[config.mk]
export PLATFORM = sky130hd
export DESIGN_NAME = mem_port_arbiter
export DESIGN_NICKNAME = d
export VERILOG_FILES = /design/src/rtl/mem_port_arbiter_pkg.sv /design/src/rtl/mem_port_arbiter_rr2.sv /design/src/rtl/mem_port_arbiter.sv
export SDC_FILE = /design/constraint.sdc
export NUM_CORES = 1
export LEC_CHECK = 0
export CORE_ASPECT_RATIO = 1.2
export CORE_MARGIN = 2
export CORE_UTILIZATION = 35
export CTS_CLUSTER_SIZE = 28
export DETAILED_ROUTE_END_ITERATION = 10
export HOLD_SLACK_MARGIN = 0.02
export PLACE_DENSITY = 0.75
export SKIP_LAST_GASP = 1
export SLEW_MARGIN = 20
export SYNTH_ARGS = -nofsm -noshare
export SYNTH_HDL_FRONTEND = slang
export SYNTH_SLANG_ARGS = --single-unit
[constraint.sdc]
create_clock -name CLK -period 4.65 [get_ports CLK]
set_input_delay 0.93 -clock CLK [delete_from_list [all_inputs] [get_ports CLK]]
set_output_delay 0.93 -clock CLK [all_outputs]
set_load 0.1 [all_outputs]
[src/rtl/mem_port_arbiter_pkg.sv]
// Shared definitions for the two-requester memory port arbiter:
// FSM state encoding, requester IDs and default bus widths.
package mem_port_arbiter_pkg;

   typedef enum logic [1:0] {
      ARB_IDLE   = 2'd0,
      ARB_ACCESS = 2'd1,
      ARB_DONE   = 2'd2
   } arb_state_t;

   localparam logic ARB_IF = 1'b0;
   localparam logic ARB_DM = 1'b1;

   localparam int ADDR_W_DEF = 26;
   localparam int DATA_W_DEF = 32;

endpackage

[src/rtl/mem_port_arbiter_rr2.sv]
// Two-way round-robin pick. The pointer only moves on a contested pick,
// so a lone requester never steals the next turn from the other side.
module arb_rr2
   import mem_port_arbiter_pkg::*;
(
   input  logic       CLK,
   input  logic       RST,
   input  logic [1:0] req,
   input  logic       update,
   output logic       winner
);

   logic prio;

   // A lone request wins outright; req[1] selects DM when only DM asks.
   always_comb begin
      winner = (req == 2'b11) ? prio : req[1];
   end

   always_ff @(posedge CLK or posedge RST) begin
      if (RST) begin
         prio <= ARB_IF;
      end else if (update) begin
         prio <= ~winner;
      end
   end

endmodule

[src/rtl/mem_port_arbiter.sv]
// Shares one memory port between instruction fetch and data access:
// grant, a fixed LATENCY-cycle strobe, then a one-cycle completion pulse.
module mem_port_arbiter
   import mem_port_arbiter_pkg::*;
#(
   parameter int ADDR_W  = ADDR_W_DEF,
   parameter int DATA_W  = DATA_W_DEF,
   parameter int LATENCY = 2
)(
   input  logic              CLK,
   input  logic              RST,
   input  logic              IF_REQ,
   input  logic [ADDR_W-1:0] IF_ADDR,
   output logic              IF_GNT,
   output logic              IF_DONE,
   input  logic              DM_REQ,
   input  logic              DM_WE,
   input  logic [ADDR_W-1:0] DM_ADDR,
   input  logic [DATA_W-1:0] DM_WDATA,
   output logic              DM_GNT,
   output logic              DM_DONE,
   output logic [DATA_W-1:0] RDATA,
   output logic              MEM_READ,
   output logic              MEM_WRITE,
   output logic [ADDR_W-1:0] MEM_ADDR,
   output logic [DATA_W-1:0] MEM_WDATA,
   input  logic [DATA_W-1:0] MEM_RDATA,
   output arb_state_t        ARB_STATE
);

   localparam logic [3:0] CNT_LOAD = 4'(LATENCY - 1);

   arb_state_t state;
   logic [3:0] cnt;
   logic       we;
   logic       owner;
   logic       winner;
   logic       rr_update;

   assign rr_update = (state == ARB_IDLE) && IF_REQ && DM_REQ;
   assign ARB_STATE = state;

   arb_rr2 u_rr (
      .CLK    (CLK),
      .RST    (RST),
      .req    ({DM_REQ, IF_REQ}),
      .update (rr_update),
      .winner (winner)
   );

   always_ff @(posedge CLK or posedge RST) begin
      if (RST) begin
         state     <= ARB_IDLE;
         cnt       <= '0;
         we        <= 1'b0;
         owner     <= ARB_IF;
         IF_GNT    <= 1'b0;
         IF_DONE   <= 1'b0;
         DM_GNT    <= 1'b0;
         DM_DONE   <= 1'b0;
         RDATA     <= '0;
         MEM_READ  <= 1'b0;
         MEM_WRITE <= 1'b0;
         MEM_ADDR  <= '0;
         MEM_WDATA <= '0;
      end else begin
         case (state)
            ARB_IDLE: begin
               if (IF_REQ || DM_REQ) begin
                  owner <= winner;
                  cnt   <= CNT_LOAD;
                  state <= ARB_ACCESS;
                  if (winner == ARB_DM) begin
                     MEM_ADDR  <= DM_ADDR;
                     MEM_WDATA <= DM_WDATA;
                     we        <= DM_WE;
                     MEM_READ  <= !DM_WE;
                     MEM_WRITE <= DM_WE;
                     DM_GNT    <= 1'b1;
                  end else begin
                     MEM_ADDR  <= IF_ADDR;
                     we        <= 1'b0;
                     MEM_READ  <= 1'b1;
                     MEM_WRITE <= 1'b0;
                     IF_GNT    <= 1'b1;
                  end
               end
            end
            ARB_ACCESS: begin
               IF_GNT <= 1'b0;
               DM_GNT <= 1'b0;
               if (cnt != 4'd0) begin
                  cnt <= cnt - 4'd1;
               end else begin
                  // Memory data is only valid in the final strobe cycle.
                  if (!we) begin
                     RDATA <= MEM_RDATA;
                  end
                  IF_DONE   <= (owner == ARB_IF);
                  DM_DONE   <= (owner == ARB_DM);
                  MEM_READ  <= 1'b0;
                  MEM_WRITE <= 1'b0;
                  state     <= ARB_DONE;
               end
            end
            ARB_DONE: begin
               IF_DONE <= 1'b0;
               DM_DONE <= 1'b0;
               state   <= ARB_IDLE;
            end
            default: begin
               state <= ARB_IDLE;
            end
         endcase
      end
   end

endmodule

==> impl_results.rst, run 1 <==
.. list-table::
   :header-rows: 1

   * - Metric
     - Value
   * - Max Slew Vio Count
     - 0
   * - Transition time at the pin with the least slew margin
     - 1090 ps
   * - Net total in the final layout
     - 684
   * - Achievable clock frequency
     - 337 MHz
   * - Number of vias per cell after detailed routing
     - 5.11
   * - Final Cycle Share
     - 63.9%
   * - Crit-path max cell delay
     - 1200 ps
   * - Fraction of final layout cells sized beyond drive strength 1
     - 16.5%
   * - Post-Syn Nets
     - roughly 480
   * - Residual DRC
     - 0
   * - Clk_lat worst skew
     - about 340 ps
   * - Number of buffer and inverter instances along the worst setup path
     - 1
   * - Sequential cell area fraction in the yosys report
     - between 50% and 60%
   * - Number of distinct library cells after synthesis
     - 32
   * - Floorplan Core Area
     - 12200 um2
   * - Yosys synthesis warning count
     - 0
   * - Data required time of the worst path
     - 3720 ps
   * - Die Span X
     - 106 um
   * - Max FO, Critical Path
     - 7
   * - TNS Setup
     - 0 ps
   * - Critical Path Source
     - ARB_STATE[1]$_DFFE_PP0P_
   * - Clock transition at path regs
     - 70 ps
   * - Average routed wire per standard cell
     - roughly 18 um
   * - Via count of the first global-routing pass
     - 3934
   * - Global-route wire length before repair
     - around 20000 um
   * - Path category of the worst min-delay check
     - register to register
   * - Count of flip-flops with a built-in enable after synthesis
     - 0
   * - Post-route antenna net violation count
     - 0
   * - Yosys reg bits
     - 105
   * - Pin count of the biggest net entering global routing
     - 82
   * - Die extent in y
     - about 130 um
   * - Length of the first detailed-routing pass in iterations
     - 5
   * - Ant diodes
     - 0
   * - List of most frequent post-synthesis cells
     - dfrtp_1, mux2_2, o21ai_0
   * - Asr flop ratio synth
     - 100%
   * - Dominant cell type by area after synthesis
     - dfrtp_1
   * - Initial standard-cell utilization of the core
     - 36.0%
   * - Final critical delay including setup and external delays
     - 2970 ps
   * - Result of the run
     - completed
   * - Worst setup EP type
     - output port
   * - DP Wirelength
     - 9320 um
   * - Critical path startpoint category
     - register
   * - Initial antenna violation count
     - 0
   * - Final count of hold timing violations
     - 0
   * - Worst slew margin
     - 27.5%
   * - Fraction of post-synthesis cell area in the top cell type by area
     - between 50% and 60%
   * - I/O Pins
     - ~220
   * - Cell Area, Synth
     - 4380 um2
   * - Kind of critical path
     - register to output port
   * - Clock buffers created by TritonCTS
     - 9
   * - Family of cells with the greatest summed delay on the critical path
     - buffers and inverters
   * - Crit-path slowest cell
     - clkdlybuf4s50_1
   * - Cell types with the largest area share after synthesis
     - dfrtp_1, mux2_2, a31oi_1
   * - Via count
     - 3712
   * - Routability congestion estimate from global placement
     - 0.832
   * - Placed standard-cell area
     - between 6000 and 7000 um2
   * - Synth Flop Type
     - dfrtp_1
   * - DRT iter0 DRCs
     - 164
   * - Mean area per synthesized cell
     - 12.3 um2
   * - # Post-CTS Setup Buffers
     - 0
   * - Cell with the most instances after synthesis
     - dfrtp_1
   * - Synthesized instance count
     - 355
   * - Number of rows created at floorplan
     - 44
   * - Total gr overflow
     - 0
   * - Max-cap violations
     - 0
   * - Data arrival at the endpoint of the critical path
     - 2040 ps
   * - Max Root-Sink Buffers
     - 2
   * - Quantity of hold-fixing buffers added after cts
     - 0
   * - R2R Path Start
     - ARB_STATE[1]$_DFFE_PP0P_
   * - Gates resized, CTS repair
     - 0
   * - Synthesis-to-layout area growth
     - 59.2%
   * - CTS root buf
     - clkbuf_16
   * - Cell-by-cell trace of the critical path
     - clkdlybuf4s50_1
   * - Overall track demand over capacity in global routing
     - 19.1%
   * - Post-Layout Inst Area
     - 6980 um2
   * - Number of levels the H-tree was split into
     - 3
   * - Area of the die
     - 13400 um2
   * - Worst hold slack
     - around 500 ps
   * - TritonCTS clock tree
     - yes
   * - Final routed wirelength across all metal layers
     - 13000 um
   * - Maximum clock skew at final layout
     - 6.93 ps
   * - # port buffers
     - around 220
   * - Finish-stage setup viols
     - 0
   * - RSZ-0062 raised after global routing
     - false
   * - CTS Sinks
     - around 110
   * - Launch point of the worst hold path
     - owner$_DFFE_PP0P_
-- layer usage --
layer,vias to the layer above,GRT usage [%],share of wire (%)
met5,-,0,0
met3,30,4.62,5.4
met1,1844,21.2,37
met4,0,9.29,3.3
li1,1696,-,-
met2,142,34.2,54
-- path summary, 6_finish.rpt --
| path | end | slack [ps] | depth (start not counted) |
|---|---|---|---|
| worst max register to register | MEM_ADDR[21]$_DFFE_PP0P_ | 2540 | 3 |
| worst max-delay path | ARB_STATE[1] | 1680 | 1 |
| worst min register to register | IF_DONE$_DFFE_PP0P_ | 490 | 1 |
| max in group asynchronous | MEM_WDATA[7]$_DFFE_PP0P_ | 2710 | 3 |
| worst min-delay path | IF_DONE$_DFFE_PP0P_ | 490 | 1 |
| min in group asynchronous | MEM_WDATA[17]$_DFFE_PP0P_ | 1100 | 2 |
-- placed cells by master, fill, tap and decap left out, types with 2 or more instances in the layout --
master             n
a21oi_1           27
a31o_2             2
a31oi_1           28
buf_4              5
clkbuf_16          9
clkdlybuf4s50_1  218
clkinvlp_4         2
dfrtp_1          105
ha_1               2
inv_1              5
mux2_2            64
mux2i_1            4
nand2_1            7
nand2b_1           3
nand3_1           26
nor2_1             3
nor3_1             2
o21ai_0           30
or2_2              2
-- per-stage QoR --
step | setup slack, ps | instances | utilization, %
4_1_cts | 1700 | 726 | 57.3
3_3_place_gp | 1510 | 711 | 54.9
2_1_floorplan | 959 | 355 | -
6_report | 1680 | 726 | 57.4
3_5_place_dp | 1460 | 711 | 54.9
5_1_grt | 1620 | 726 | 57.4
-- cells by family (layout without fill, tap and decap cells) --
group | Yosys count | after routing | share of synthesized area, %
flops | 105 | 105 | 59.9
compound gates | 91 | 91 | 11.7
mux | 68 | 68 | 17.4
simple gates | 52 | 52 | 6.31
buf+inv | 35 | 245 | 3.74
fa+ha+maj | 2 | 2 | 0.571
xor+xnor | 2 | 2 | 0.400
-- flip-flops by register name (all words and copies together) (netlist names) --
register / count
MEM_WRITE: 1
MEM_ADDR: 26
we: 1
DM_GNT: 1
IF_GNT: 1
IF_DONE: 1
owner: 1
DM_DONE: 1
cnt: 4
MEM_WDATA: 32
ARB_STATE: 2
u_rr.prio: 1
RDATA: 32
MEM_READ: 1
-- area by class of cell --
cell class / count / area [um2]
fillers: 1020 / 5180
flip-flops and latches: 105 / 2630
repair buffers: 223 / 2220
multi-input cells: 215 / 1610
clock buffers: 11 / 243
well taps: 161 / 201
clock inverters: 4 / 53.8
inverters: 7 / 31.3
Power of run 1 is left out: the tool's default activity adds up to more than one toggle a clock period on the data nets, which glitch-free logic cannot reach.
==> inputs of run 2 (changes only) <==
==> constraint.sdc (replaced) <==
create_clock -name CLK -period 2.9 [get_ports CLK]
set_input_delay 0.58 -clock CLK [delete_from_list [all_inputs] [get_ports CLK]]
set_output_delay 0.58 -clock CLK [all_outputs]
set_load 0.1 [all_outputs]
==> run 2 against run 1 <==
- worst setup slack got worse by 770 ps
- sequential share of layout area up 1.0 points
- global-route usage fell by 0.76 points
- worst hold slack lost 10 ps
- utilization shrank 1.5 points
- clock skew hardly changed
- final cell count rose by 0.83%
- critical path depth is 5 higher
- register-to-register slack worse by 1500 ps
- largest cell class unchanged
==> impl_results.rst, run 2 (same netlist as run 1, synthesis figures left out) <==
.. list-table::
   :header-rows: 1

   * - Metric
     - Value
   * - Filler cell count in the final layout
     - 1050
   * - Path category of the worst min-delay check
     - register to register
   * - Die Span X
     - 106 um
   * - Number of rows created at floorplan
     - 44
   * - Maximum clock skew at final layout
     - 6.83 ps
   * - Net total in the final layout
     - 689
   * - Initial antenna violation count
     - 0
   * - CTS root buf
     - clkbuf_16
   * - Fraction of final layout cells sized beyond drive strength 1
     - approximately 34%
   * - Number of levels the H-tree was split into
     - 3
   * - Ant diodes
     - 0
   * - Max-cap violations
     - 0
   * - RSZ-0062 raised after global routing
     - false
   * - Overall track demand over capacity in global routing
     - 18.4%
   * - Result of the run
     - completed
   * - Quantity of hold-fixing buffers added after cts
     - 0
   * - Final count of hold timing violations
     - 0
   * - Total gr overflow
     - 0
   * - # Post-CTS Setup Buffers
     - 0
   * - Global-route wire length before repair
     - 19600 um
   * - Floorplan Core Area
     - roughly 12000 um2
   * - Routability congestion estimate from global placement
     - ~0.8
   * - Register area
     - 2630 um2
   * - Final Cycle Share
     - roughly two thirds
   * - Length of the first detailed-routing pass in iterations
     - 5
   * - Pin count of the biggest net entering global routing
     - 44
   * - Gates resized, CTS repair
     - 0
   * - Clock buffers created by TritonCTS
     - 9
   * - Area of the die
     - 13400 um2
   * - Top library cells by usage in the layout, fill and taps aside
     - clkdlybuf4s50_1, dfrtp_1, buf_4
   * - Via count of the first global-routing pass
     - 3895
   * - Synthesis-to-layout area growth
     - 55.1%
   * - Data required time of the worst path
     - 3140 ps
   * - TritonCTS clock tree
     - yes
   * - Final critical delay including setup and external delays
     - 1990 ps
   * - I/O Pins
     - 219
   * - Max FO, Critical Path
     - 33
   * - Worst setup EP type
     - register
   * - Average routed wire per standard cell
     - 16.9 um
   * - Post-route antenna net violation count
     - 0
   * - Max Slew Vio Count
     - 0
   * - Max Root-Sink Buffers
     - 2
   * - DP Wirelength
     - roughly 8900 um
   * - Residual DRC
     - 0
   * - Worst slew margin
     - 53.7%
   * - Finish-stage setup viols
     - 0
   * - Leading registers by flop count
     - MEM_WDATA: 32 flops, RDATA: 32 flops, MEM_ADDR: 26 flops
   * - Initial standard-cell utilization of the core
     - 36.0%
   * - Footprint of the multi-input gates
     - 1600 um2
   * - Clock transition at path regs
     - 70 ps
   * - Via count
     - around 3700
   * - Transition time at the pin with the least slew margin
     - 693 ps
   * - Data arrival at the endpoint of the critical path
     - around 2200 ps
   * - Clk_lat worst skew
     - roughly 340 ps
   * - Critical path startpoint category
     - primary input
   * - Number of vias per cell after detailed routing
     - 5.11
   * - Most common library cell in the layout ignoring fill and taps
     - clkdlybuf4s50_1
   * - Final routed wirelength across all metal layers
     - 12300 um
   * - DRT iter0 DRCs
     - 252
   * - CTS Sinks
     - 105
   * - Achievable clock frequency
     - 503 MHz
   * - TNS Setup
     - 0 ps
   * - # port buffers
     - 218
   * - Kind of critical path
     - primary input to register
   * - Die extent in y
     - 127 um
run 2: final timing paths:
kind | end | depth (start not counted) | slack [ps] | from
worst min-delay path | IF_DONE$_DFFE_PP0P_ | 1 | 480 | owner$_DFFE_PP0P_
worst max-delay path | MEM_ADDR[3]$_DFFE_PP0P_ | 6 | 910 | DM_REQ
max in group asynchronous | MEM_ADDR[15]$_DFFE_PP0P_ | 3 | 1570 | RST
worst min register to register | IF_DONE$_DFFE_PP0P_ | 1 | 480 | owner$_DFFE_PP0P_
worst max register to register | RDATA[27]$_DFFE_PP0P_ | 6 | 1060 | cnt[0]$_DFFE_PP0P_
min in group asynchronous | MEM_WDATA[18]$_DFFE_PP0P_ | 2 | 690 | RST
run 2: layer usage:
layer | vias up | routed length, um | GRT usage [%]
li1 | 1704 | - | -
met1 | 1849 | 4670 | 21.4
met2 | 164 | 6580 | 33.0
met3 | 26 | 714 | 2.62
met4 | 0 | 374 | 8.90
met5 | - | 0 | 0
run 2: final cells by class:
class / instances / share of cell area [%]
sequential: 105 / 38.7
timing repair buffer: 228 / 30.1
multi-input combinational: 215 / 23.5
clock buffer: 11 / 3.42
tap: 161 / 2.96
clock inverter: 5 / 0.828
inverter: 7 / 0.442
run 2: per-stage QoR:
stage,instances,util (%),setup slack (ps),hold WS [ps],cell area [um2]
6_report,732,55.9,910,479,6800
2_1_floorplan,355,-,624,446,4390
4_1_cts,732,55.9,920,486,6800
3_3_place_gp,716,53.5,645,459,6510
5_1_grt,732,55.9,817,521,6800
3_5_place_dp,716,53.5,597,474,6510
run 2: critical path, cell delays in order:
cell and delay [ps]:
clkdlybuf4s50_1 500, buf_4 350, or2_2 200, buf_4 290, a21oi_1 110, a31oi_1 190
Power of run 2 is left out for the same reason.
==> inputs of run 3 (changes only) <==
==> constraint.sdc (replaced) <==
create_clock -name CLK -period 1.85 [get_ports CLK]
set_input_delay 0.37 -clock CLK [delete_from_list [all_inputs] [get_ports CLK]]
set_output_delay 0.37 -clock CLK [all_outputs]
set_load 0.1 [all_outputs]
==> run 3 against run 2 <==
- count of clock-buffer cells in the layout stayed put
- worst setup slack worse by 780 ps
- clock skew is 1.9 ps lower
- via count is 0.40% higher
- register-to-register slack worse by 930 ps
- critical path type is now register to register
==> impl_results.rst, run 3 (same netlist as run 1, synthesis figures left out) <==
.. list-table::
   :header-rows: 1

   * - Metric
     - Value
   * - Worst slew margin
     - 63.8%
   * - Number of levels the H-tree was split into
     - 3
   * - Data arrival at the endpoint of the critical path
     - about 2000 ps
   * - Initial standard-cell utilization of the core
     - 36.0%
   * - Length of the first detailed-routing pass in iterations
     - 4
   * - End of the worst register-to-register path
     - MEM_WDATA[9]$_DFFE_PP0P_
   * - Max Slew Vio Count
     - 0
   * - Number of rows created at floorplan
     - 44
   * - Floorplan Core Area
     - around 12000 um2
   * - Total gr overflow
     - 0
   * - Filler cell count in the final layout
     - 836
   * - Gates resized, CTS repair
     - 0
   * - Ant diodes
     - 0
   * - Hold-critical path depth
     - 1
   * - Max Root-Sink Buffers
     - 2
   * - CTS Sinks
     - 105
   * - Most common library cell in the layout ignoring fill and taps
     - clkdlybuf4s50_1
   * - # port buffers
     - 218
   * - Post-route antenna net violation count
     - 0
   * - DP Wirelength
     - 9860 um
   * - Finish-stage setup viols
     - 0
   * - Leading registers by flop count
     - MEM_WDATA: 32 flops, RDATA: 32 flops, MEM_ADDR: 26 flops
   * - Top library cells by usage in the layout, fill and taps aside
     - clkdlybuf4s50_1, buf_12, dfrtp_1
   * - R2R Path Start
     - ARB_STATE[0]$_DFFE_PP0P_
   * - Quantity of hold-fixing buffers added after cts
     - 0
   * - Kind of critical path
     - register to register
   * - Die Span X
     - 106 um
   * - Achievable clock frequency
     - 580 MHz
   * - Internal reg-to-reg setup slack
     - 130 ps
   * - Worst path setup slack after routing
     - approximately 130 ps
   * - Area of the die
     - between 10000 and 15000 um2
   * - Die extent in y
     - approximately 130 um
   * - Footprint of the multi-input gates
     - about 1600 um2
   * - Average routed wire per standard cell
     - 17.7 um
   * - Data required time of the worst path
     - 2080 ps
   * - Number of cells on the worst reg-to-reg path
     - 4
   * - Non-filler cells in the finished layout
     - 741
   * - Result of the run
     - completed
   * - Routability congestion estimate from global placement
     - 0.780
   * - Fraction of final layout cells sized beyond drive strength 1
     - 36.0%
   * - TritonCTS clock tree
     - yes
   * - Final count of hold timing violations
     - 0
   * - Maximum clock skew at final layout
     - around 4.9 ps
   * - Global-route wire length before repair
     - 20700 um
   * - Pre-CTS setup slack
     - -71.0 ps
   * - # Post-CTS Setup Buffers
     - 0
   * - Synthesis-to-layout area growth
     - 86.5%
   * - Pin count of the biggest net entering global routing
     - 79
   * - Final Cycle Share
     - between 90% and 100%
   * - Clock buffers created by TritonCTS
     - 9
   * - Number of instances in the placed design
     - 725
   * - Path category of the worst min-delay check
     - register to register
   * - Sink of the worst hold path
     - IF_DONE$_DFFE_PP0P_
   * - Final critical delay including setup and external delays
     - 1720 ps
   * - Clock transition at path regs
     - 70 ps
   * - Via count
     - 3758
   * - Transition time at the pin with the least slew margin
     - between 500 and 600 ps
   * - RSZ-0062 raised after global routing
     - false
   * - Worst setup EP type
     - register
   * - Final routed wirelength across all metal layers
     - 13100 um
   * - Max-cap violations
     - 0
   * - CTS root buf
     - clkbuf_16
   * - DRT iter0 DRCs
     - 93
   * - Max FO, Critical Path
     - 33
   * - Via count of the first global-routing pass
     - 4130
   * - Initial antenna violation count
     - 0
   * - Overall track demand over capacity in global routing
     - 19.8%
   * - Net total in the final layout
     - roughly 700
   * - Launch point of the worst hold path
     - owner$_DFFE_PP0P_
   * - Register area
     - 2630 um2
   * - Clk_lat worst skew
     - 350 ps
   * - Residual DRC
     - 0
   * - Number of vias per cell after detailed routing
     - ~5
   * - I/O Pins
     - 219
   * - Critical path startpoint category
     - register
[run 3: metrics by stage]
| stage | cell area [um2] | util (%) | setup TNS, ps | hold WS [ps] |
|---|---|---|---|---|
| CTS | 8170 | 67.2 | 0 | 494 |
| floorplan | 4400 | - | -5050 | 446 |
| global route | 8180 | 67.2 | 0 | 525 |
| detailed placement | 7850 | 64.5 | -2270 | 490 |
| global placement | 7850 | 64.5 | -1980 | 460 |
| finish | 8180 | 67.2 | 0 | 486 |
[run 3: cell type report]
type | count | area share, %
multi-input cells | 215 | 19.7
clock inverters | 5 | 0.964
flip-flops and latches | 105 | 32.2
well taps | 161 | 2.46
repair buffers | 237 | 41.4
clock buffers | 11 | 2.97
inverters | 7 | 0.367
[run 3: how the worst max path moves through the flow]
stage / start / to / slack, ps / depth (start not counted)
6_report: ARB_STATE[0]$_DFFE_PP0P_ / MEM_WDATA[9]$_DFFE_PP0P_ / 130 / 4
5_1_grt: cnt[0]$_DFFE_PP0P_ / RDATA[26]$_DFFE_PP0P_ / 70 / 6
4_1_cts: ARB_STATE[0]$_DFFE_PP0P_ / MEM_WDATA[12]$_DFFE_PP0P_ / 120 / 4
3_5_place_dp: IF_REQ / MEM_WDATA[12]$_DFFE_PP0P_ / -70 / 5
3_3_place_gp: IF_REQ / MEM_WDATA[8]$_DFFE_PP0P_ / -60 / 5
2_1_floorplan: ARB_STATE[0]$_DFFE_PP0P_ / MEM_WDATA[10]$_DFFE_PP0P_ / -180 / 5
[run 3: worst max-delay path: stages, from the launching register on]
cell and delay [ps]:
dfrtp_2 470, or2_4 310, nor3_4 220, buf_12 230, mux2_2 360
[run 3: routing by layer]
metal	up-vias	global-route usage, %	share of wire, %
met5	-	0	0
met4	0	7.82	2.5
met3	23	4.57	6.5
met2	163	38.7	57
met1	1839	20.0	34
li1	1733	-	-
Power of run 3 is left out for the same reason.
